## config.mk

```make
export PLATFORM = sky130hd
export DESIGN_NAME = mux9_rr_arbiter
export DESIGN_NICKNAME = d
export VERILOG_FILES = /design/src/rtl/mux9_arb_pkg.sv /design/src/rtl/rr_pick9.sv /design/src/rtl/mux9_rr_arbiter.sv
export SDC_FILE = /design/constraint.sdc
export NUM_CORES = 1
export LEC_CHECK = 0
export BUFFER_PORTS_ARGS = -buffer_cell sky130_fd_sc_hd__clkbuf_2
export CORE_UTILIZATION = 40
export CTS_CLUSTER_DIAMETER = 40
export DETAILED_ROUTE_END_ITERATION = 10
export HOLD_SLACK_MARGIN = 0.02
export SYNTH_ARGS = -nofsm -noshare
export SYNTH_HDL_FRONTEND = slang
export SYNTH_HIERARCHICAL = 1
export SYNTH_SLANG_ARGS = --single-unit
```

## constraint.sdc

```tcl
create_clock -name clk -period 10.1 [get_ports clk]
set_clock_uncertainty 0.15 [all_clocks]
set_input_delay 2.525 -clock clk [delete_from_list [all_inputs] [get_ports clk]]
set_output_delay 2.525 -clock clk [all_outputs]
set_load 0.005 [all_outputs]
```

## src/rtl/mux9_arb_pkg.sv

```systemverilog
// Shared constants and types for the 9-way round-robin packet arbiter.
//   N_REQ    : number of requesters sharing the output channel
//   WIDTH    : beat data width
//   IDX_W    : width of a requester index
//   SEL_NONE : out_sel value meaning "no source yet" (reset value)
//   state_t  : arbitration state (free search / locked to a packet owner)
package mux9_arb_pkg;

  localparam int unsigned N_REQ = 9;
  localparam int unsigned WIDTH = 16;
  localparam int unsigned IDX_W = 4;

  localparam logic [IDX_W-1:0] SEL_NONE = 4'hF;

  typedef enum logic [0:0] {
    ST_IDLE = 1'b0,
    ST_HOLD = 1'b1
  } state_t;

endpackage

```

## src/rtl/rr_pick9.sv

```systemverilog
// Rotating priority encoder: finds the first set req bit searching from
// (ptr+1) mod N_REQ upward, wrapping N_REQ-1 -> 0.
//   req   : request vector
//   ptr   : index of the most recent winner (search starts just after it)
//   found : at least one request is set
//   idx   : index of the winner (0 when nothing is found)
module rr_pick9
  import mux9_arb_pkg::*;
#(
  parameter int unsigned N_REQ = mux9_arb_pkg::N_REQ,
  parameter int unsigned IDX_W = mux9_arb_pkg::IDX_W
) (
  input  logic [N_REQ-1:0] req,
  input  logic [IDX_W-1:0] ptr,
  output logic             found,
  output logic [IDX_W-1:0] idx
);

  int unsigned      pos;
  logic [IDX_W-1:0] pos_idx;

  // Walk farthest-to-nearest so the nearest match after ptr wins.
  always_comb begin
    found   = 1'b0;
    idx     = '0;
    pos     = 0;
    pos_idx = '0;
    for (int unsigned i = N_REQ; i > 0; i--) begin
      pos     = (32'(ptr) + i) % N_REQ;
      pos_idx = IDX_W'(pos);
      if (req[pos_idx]) begin
        found = 1'b1;
        idx   = pos_idx;
      end
    end
  end

endmodule

```

## src/rtl/mux9_rr_arbiter.sv

```systemverilog
// Round-robin packet arbiter muxing N_REQ requesters onto one registered
// output channel. A multi-beat packet locks the channel to its owner until
// its last beat is taken.
//   clk, areset : clock, asynchronous active-high reset
//   req, last   : per-requester beat valid / end-of-packet flag
//   data_flat   : requester k data at bits [WIDTH*k +: WIDTH]
//   ack         : combinational per-requester beat-taken strobe
//   out_valid, out_ready, out_data, out_last, out_sel : output beat channel
module mux9_rr_arbiter
  import mux9_arb_pkg::*;
#(
  parameter int unsigned N_REQ = mux9_arb_pkg::N_REQ,
  parameter int unsigned WIDTH = mux9_arb_pkg::WIDTH
) (
  input  logic                   clk,
  input  logic                   areset,
  input  logic [N_REQ-1:0]       req,
  input  logic [N_REQ-1:0]       last,
  input  logic [N_REQ*WIDTH-1:0] data_flat,
  output logic [N_REQ-1:0]       ack,
  output logic                   out_valid,
  input  logic                   out_ready,
  output logic [WIDTH-1:0]       out_data,
  output logic                   out_last,
  output logic [IDX_W-1:0]       out_sel
);

  state_t           state, state_nx;
  logic [IDX_W-1:0] ptr, ptr_nx;
  logic [IDX_W-1:0] owner, owner_nx;

  logic             slot_free;
  logic             pick_found;
  logic [IDX_W-1:0] pick_idx;
  logic [IDX_W-1:0] cand;
  logic             cand_req;
  logic             cand_last;
  logic [WIDTH-1:0] cand_data;
  logic             grant;

  assign slot_free = !out_valid || out_ready;

  rr_pick9 #(
    .N_REQ (N_REQ),
    .IDX_W (IDX_W)
  ) u_pick (
    .req   (req),
    .ptr   (ptr),
    .found (pick_found),
    .idx   (pick_idx)
  );

  // Candidate selection, beat mux and ack strobe.
  always_comb begin
    cand      = owner;
    cand_req  = 1'b0;
    cand_last = 1'b0;
    cand_data = '0;
    ack       = '0;
    if (state == ST_IDLE) begin
      cand = pick_idx;
    end
    for (int unsigned k = 0; k < N_REQ; k++) begin
      if (cand == IDX_W'(k)) begin
        cand_req  = req[k];
        cand_last = last[k];
        cand_data = data_flat[k*WIDTH +: WIDTH];
      end
    end
    // In IDLE with no request, pick_idx is 0 and req[0] is 0, so cand_req
    // already encodes pick_found.
    grant = cand_req && slot_free && !areset;
    for (int unsigned k = 0; k < N_REQ; k++) begin
      ack[k] = grant && (cand == IDX_W'(k));
    end
  end

  // Next-state: ptr only moves on IDLE grants; HOLD releases on last beat.
  always_comb begin
    state_nx = state;
    ptr_nx   = ptr;
    owner_nx = owner;
    if (grant) begin
      case (state)
        ST_IDLE: begin
          ptr_nx = cand;
          if (!cand_last) begin
            state_nx = ST_HOLD;
            owner_nx = cand;
          end
        end
        ST_HOLD: begin
          if (cand_last) begin
            state_nx = ST_IDLE;
          end
        end
        default: state_nx = ST_IDLE;
      endcase
    end
  end

  // Arbitration state register; ptr resets to the last index so the first
  // search starts at requester 0.
  always_ff @(posedge clk or posedge areset) begin
    if (areset) begin
      state <= ST_IDLE;
      ptr   <= IDX_W'(N_REQ - 1);
      owner <= '0;
    end else begin
      state <= state_nx;
      ptr   <= ptr_nx;
      owner <= owner_nx;
    end
  end

  // Output beat register: load on grant, drop valid on a bare handshake.
  always_ff @(posedge clk or posedge areset) begin
    if (areset) begin
      out_valid <= 1'b0;
      out_data  <= '1;
      out_last  <= 1'b0;
      out_sel   <= SEL_NONE;
    end else if (grant) begin
      out_valid <= 1'b1;
      out_data  <= cand_data;
      out_last  <= cand_last;
      out_sel   <= cand;
    end else if (out_ready) begin
      out_valid <= 1'b0;
    end
  end

endmodule
```

After elaboration in Yosys (flattened, before gate mapping)
Cells that the tools add are included.
{ "totals": {"regBits": 31, "in_bits": 165, "wordCells": 120} }
{ "classes": {"n_addsub": 9, "div_mod_pow": 9, "n_lt_le_gt_ge": 9, "eq_ne": 8, "n_mux": 58, "bitwise_logic": 2, "reduce_logical": 18} }
{ "ops": {"columns": ["cell", "n"], "rows": [
  ["modulo 32 x 4 -> 32 bit, second input constant", 9],
  ["2-to-1 mux 16 bit", 9],
  ["< comparator 4 x 5 -> 1 bit, second input constant", 9],
  ["2-to-1 mux 4 bit", 10],
  ["binary-select mux 1 bit (select 4 bit)", 9],
  ["2-to-1 mux 1 bit", 30],
  ["adder 4 x 3 -> 5 bit, second input constant", 4],
  ["equality test 4 x 3 -> 1 bit, second input constant", 4],
  ["logical AND 1 bit", 11],
  ["adder 4 x 2 -> 5 bit, second input constant", 2],
  ["adder 4 x 4 -> 5 bit, second input constant", 2],
  ["equality test 4 x 2 -> 1 bit, second input constant", 2],
  ["adder 4 x 1 -> 5 bit, second input constant", 1],
  ["equality test 4 x 1 -> 1 bit, second input constant", 1],
  ["equality test 4 bit, second input constant", 1],
  ["zero test 4 bit", 1],
  ["AND reduction 3 bit", 1],
  ["zero test 1 bit", 2],
  ["NOT 1 bit", 2],
  ["AND reduction 2 bit", 1],
  ["nonzero test 2 bit", 1],
  ["logical OR 1 bit", 1]
]} }

Depth between registers and ports, before layout
{ "depth": {"ltp_word": 27, "ltp_mapped": 37} }

Hierarchy
The synthesis kept the hierarchy.
{ "modules_own_cells": {"columns": ["mod", "instances", "cells_each", "area_each_um2"], "rows": [
  ["rr_pick9", 1, 800, 5630.4],
  ["mux9_rr_arbiter", 1, 323, 3099.2]
]} }

Worst setup path after synthesis
No wires, ideal clock.
{ "synth_timing": {"path_type": "flip-flop to output port", "start": "reg ptr[0]", "end": "out ack[0]", "arrival_time_ps": 8183, "required_time_ps": 7425, "slack_ps": -758, "path_stages_with_launch": 34, "path_buffers": 10, "cell_sequence": "dfrtp_1 > buf_2 > buf_2 > buf_1 > clkbuf_1 > clkbuf_1 > buf_1 > inv_1 > ha_1 > inv_1 > clkbuf_1 > ha_1 > or2_2 > nor2_1 > a21oi_1 > xnor2_1 > ha_1 > nand2b_1 > and4b_1 > o21ba_2 > or4_1 > a211oi_2 > a21oi_1 > a211o_1 > a31o_2 > a31oi_1 > buf_2 > or3b_2 > a2bb2oi_2 > a221o_1 > nand2_1 > buf_4 > buf_2 > nor3_1"} }
{ "synth_via": {"elab_chain_cells": 27, "elab_cells_between_ends": 67, "cone_classes": "9 x add/sub; 9 x div; 8 x eq/ne; 37 x mux; 4 x reduce/logical"} }
{ "synth_lines": {"columns": ["element", "line", "rtl"], "rows": [
  ["from (decl)", "mux9_rr_arbiter.sv:29", "logic [IDX_W-1:0] ptr, ptr_nx;"],
  ["from (signal assigned)", "mux9_rr_arbiter.sv:107", "ptr <= IDX_W'(N_REQ - 1);"],
  ["from (signal assigned)", "mux9_rr_arbiter.sv:111", "ptr <= ptr_nx;"],
  ["adder 4 x 4 -> 5 bit", "rr_pick9.sv:29", "pos = (32'(ptr) + i) % N_REQ;"],
  ["modulo 32 x 4 -> 32 bit", "rr_pick9.sv:29", null],
  ["binary-select mux 1 bit (select 4 bit)", "rr_pick9.sv:31", "if (req[pos_idx]) begin"],
  ["2-to-1 mux 1 bit (not written as such)", "rr_pick9.sv:31", null],
  ["2-to-1 mux 4 bit (8 in a row)", "rr_pick9.sv:31", null],
  ["2-to-1 mux 4 bit *", "rr_pick9.sv:31", null],
  ["named net pick_idx[3]", "mux9_rr_arbiter.sv:34", "logic [IDX_W-1:0] pick_idx;"],
  ["2-to-1 mux 4 bit *", "mux9_rr_arbiter.sv:60", "if (state == ST_IDLE) begin"],
  ["zero test 4 bit", "mux9_rr_arbiter.sv:64, mux9_rr_arbiter.sv:74", null],
  ["2-to-1 mux 1 bit (9 in a row)", "mux9_rr_arbiter.sv:64", "if (cand == IDX_W'(k)) begin"],
  ["logical AND 1 bit (2 in a row)", "mux9_rr_arbiter.sv:72", "grant = cand_req && slot_free && !areset;"],
  ["logical AND 1 bit *", "mux9_rr_arbiter.sv:74", "ack[k] = grant && (cand == IDX_W'(k));"],
  ["to (decl)", "mux9_rr_arbiter.sv:20", "output logic [N_REQ-1:0] ack,"]
]} }
The timed path passes the listed nets; every way through them passes the cells marked *. The select of a mux whose other input is x is not followed.

Final worst setup path
{ "layout_timing": {"start": "reg ptr[1]", "end": "out ack[0]"} }
The elaborated chain is that of the path after synthesis.

==> results.py <==
metrics = {
    "worst_setup_path": {
        "r2r_setup_slack_ns": 2.41,
        "crit_start": "ptr[1]$_DFFE_PP0P_",
        "crit_fanout": 12,
        "end_kind": "primary output",
        "critPathMaxStageDelay_ns": 0.52,
        "reg2reg_from": "ptr[1]$_DFFE_PP0P_",
        "crit_arrival_ns": 7.19,
        "cp.required_ns": 7.43,
        "r2r_cells": 26,
        "start_kind": "register",
        "cp_num_buf_inv": 4,
        "setup.worst_path.class": "reg -> out",
        "setup.worst_path.end": "ack[0]",
        "cp_slowest_cell": "dfrtp_1",
        "path_delay_family": "compound AO/OA/AOI/OAI gates",
        "timing.rr.end": "owner[0]$_DFFE_PP0P_",
        "worstSetupPathDepth": 26,
    },
    "cts": {
        "cts_buffer_depth": 2,
        "htree_levels": 2,
        "clock_tree.root_cell": "clkbuf_16",
        "clock_latency_ns": 0.29,
        "cts_buffers": 5,
        "cts_hold_buffers": 0,
        "cts_tree": "built",
        "clkTransAtPathRegs_ns": 0.06,
        "cts_sinks": 31,
    },
    "detailed_routing": {
        "drt_iter0_drc": 952,
        "drc_errors": 0,
        "num_vias": 9781,
        "viasPerCell": 6.28,
        "antenna_left": 0,
        "drt-pass1-iter-count": 5,
        "wirelength_um": 32400,
        "routedWlPerCell_um": 20.8,
    },
    "cells_and_area": {
        "drive_gt1_frac": 0.303,
        "synthToLayoutAreaGrowth_pct": 17.7,
        "regArea_um2": 805,
        "nFillCells": 2120,
        "final_core_util": 0.483,
        "final_cell_count_no_fill": 1558,
        "multi_input_area_um2": 7380,
        "fin_nets": 1499,
    },
    "placement": {
        "portBuffers": 195,
        "dp.cells": 1547,
        "place.gp.congestion": 0.949,
        "dp_hpwl_um": 25100,
    },
    "sta": {
        "fin_crit_ns": 9.87,
        "finalSetupTns_ns": 0,
        "hold_ws_ns": 0.319,
        "timing.fmax_mhz": 101,
        "hold_viol_final": 0,
        "fin_crit_sh": 0.977,
        "setup_viol": 0,
        "drv_slew": 0,
        "slew_headroom": 0.287,
        "worst_slew_pin_slew_ns": 1.07,
        "rsz0062_at_grt": "false",
    },
    "run": {
        "drv_cap": 0,
    },
    "global_routing": {
        "grt_pass1_vias": 8845,
        "grt_max_degree": 58,
        "grt_pass1_wl_um": 49200,
        "grt_usage": 0.281,
        "antenna_found_initial": 0,
        "grt_overflow": 0,
    },
    "synthesis": {
        "synthCells": 1116,
        "synthesis.nets": 1334,
        "yosysWarnings": 6,
        "avgSynthCellArea_um2": 7.79,
        "synthesis.area_um2": 8690,
    },
    "floorplan": {
        "coreArea_um2": 21200,
        "initial_core_util": 0.411,
        "die_h_um": 149,
        "die_x_um": 149,
        "ios": 196,
        "die-area_um2": 22300,
        "rows": 53,
    },
    "status": {
        "status": "finished clean",
    },
    "hold_path": {
        "hp-class": "reg -> reg",
    },
}
-- final cells by class --
cell class	count	share of cell area
Tap cell	275	0.0336
Antenna cell	1	0.000245
Timing Repair Buffer	240	0.128
Inverter	63	0.0234
Sequential cell	31	0.0787
Clock buffer	5	0.0122
Multi-Input combinational cell	940	0.721
Clock inverter	3	0.00196
-- placed cells by master (no fill, tap or decap), types with 22 or more instances in the layout --
cell type	instances
o21ai_0	53
a21oi_1	58
ha_1	49
nor2_1	49
mux4_2	24
nor3_1	32
clkbuf_2	195
nand2_1	118
nand3_1	35
mux2i_1	56
inv_1	59
xnor2_1	22
buf_4	45
-- worst min-delay path by stage --
stage                                     to                      from  slack, ns  depth (start not counted)
global route        out_data[10]$_DFFE_PP1P_  out_data[10]$_DFFE_PP1P_       0.35                          2
global placement     out_data[6]$_DFFE_PP1P_   out_data[6]$_DFFE_PP1P_       0.31                          2
CTS                 out_data[10]$_DFFE_PP1P_  out_data[10]$_DFFE_PP1P_       0.32                          2
finish              out_data[10]$_DFFE_PP1P_  out_data[10]$_DFFE_PP1P_       0.32                          2
floorplan           out_data[10]$_DFFE_PP1P_  out_data[10]$_DFFE_PP1P_       0.31                          2
detailed placement  out_data[10]$_DFFE_PP1P_  out_data[10]$_DFFE_PP1P_       0.31                          2
-- sequential cells by signal, indices dropped and copies added (netlist names) --
register / flops
out_data: 16
out_sel: 4
owner: 4
ptr: 4
out_last: 1
out_valid: 1
state: 1
-- metrics by stage --
stage	setup slack (ns)	cell area (um2)
floorplan	0.0109	8730
global placement	0.368	9960
detailed placement	0.349	9960
CTS	0.00244	10100
global route	0.0186	10200
finish	0.235	10200
-- metal layers --
metal	routed length (um)	GRT usage	share of wire
met2	14400	0.428	0.45
met4	865	0.0918	0.027
met5	0	0	0
met3	2580	0.0468	0.080
met1	14500	0.398	0.45
-- what timing repair did --
action                                  4_1_cts  5_1_grt
endpoints found under the setup margin        0        9
resized for setup                             0       24
buffers inserted                              0        2
-- worst register-to-register path, stage by stage (launching register included) --
cell and delay [ns]:
dfrtp_1 0.52, inv_1 0.20, ha_2 0.53, ha_1 0.26, nor2_2 0.09, a21oi_2 0.25
xnor2_1 0.20, ha_1 0.24, and3b_1 0.20, or4b_4 0.50, and2_1 0.18, a31oi_1 0.40
nor3_1 0.11, a211oi_1 0.38, a211oi_1 0.19, a31o_1 0.26, or2_1 0.21, a21o_1 0.18
a31oi_1 0.33, buf_4 0.27, mux2_1 0.19, buf_4 0.37, mux4_2 0.39, a21o_1 0.19
a32o_1 0.26, nand3b_4 0.22, mux2_4 0.32
Power is left out: the tool's default activity adds up to more than one toggle a clock period on the data nets, which glitch-free logic cannot reach.
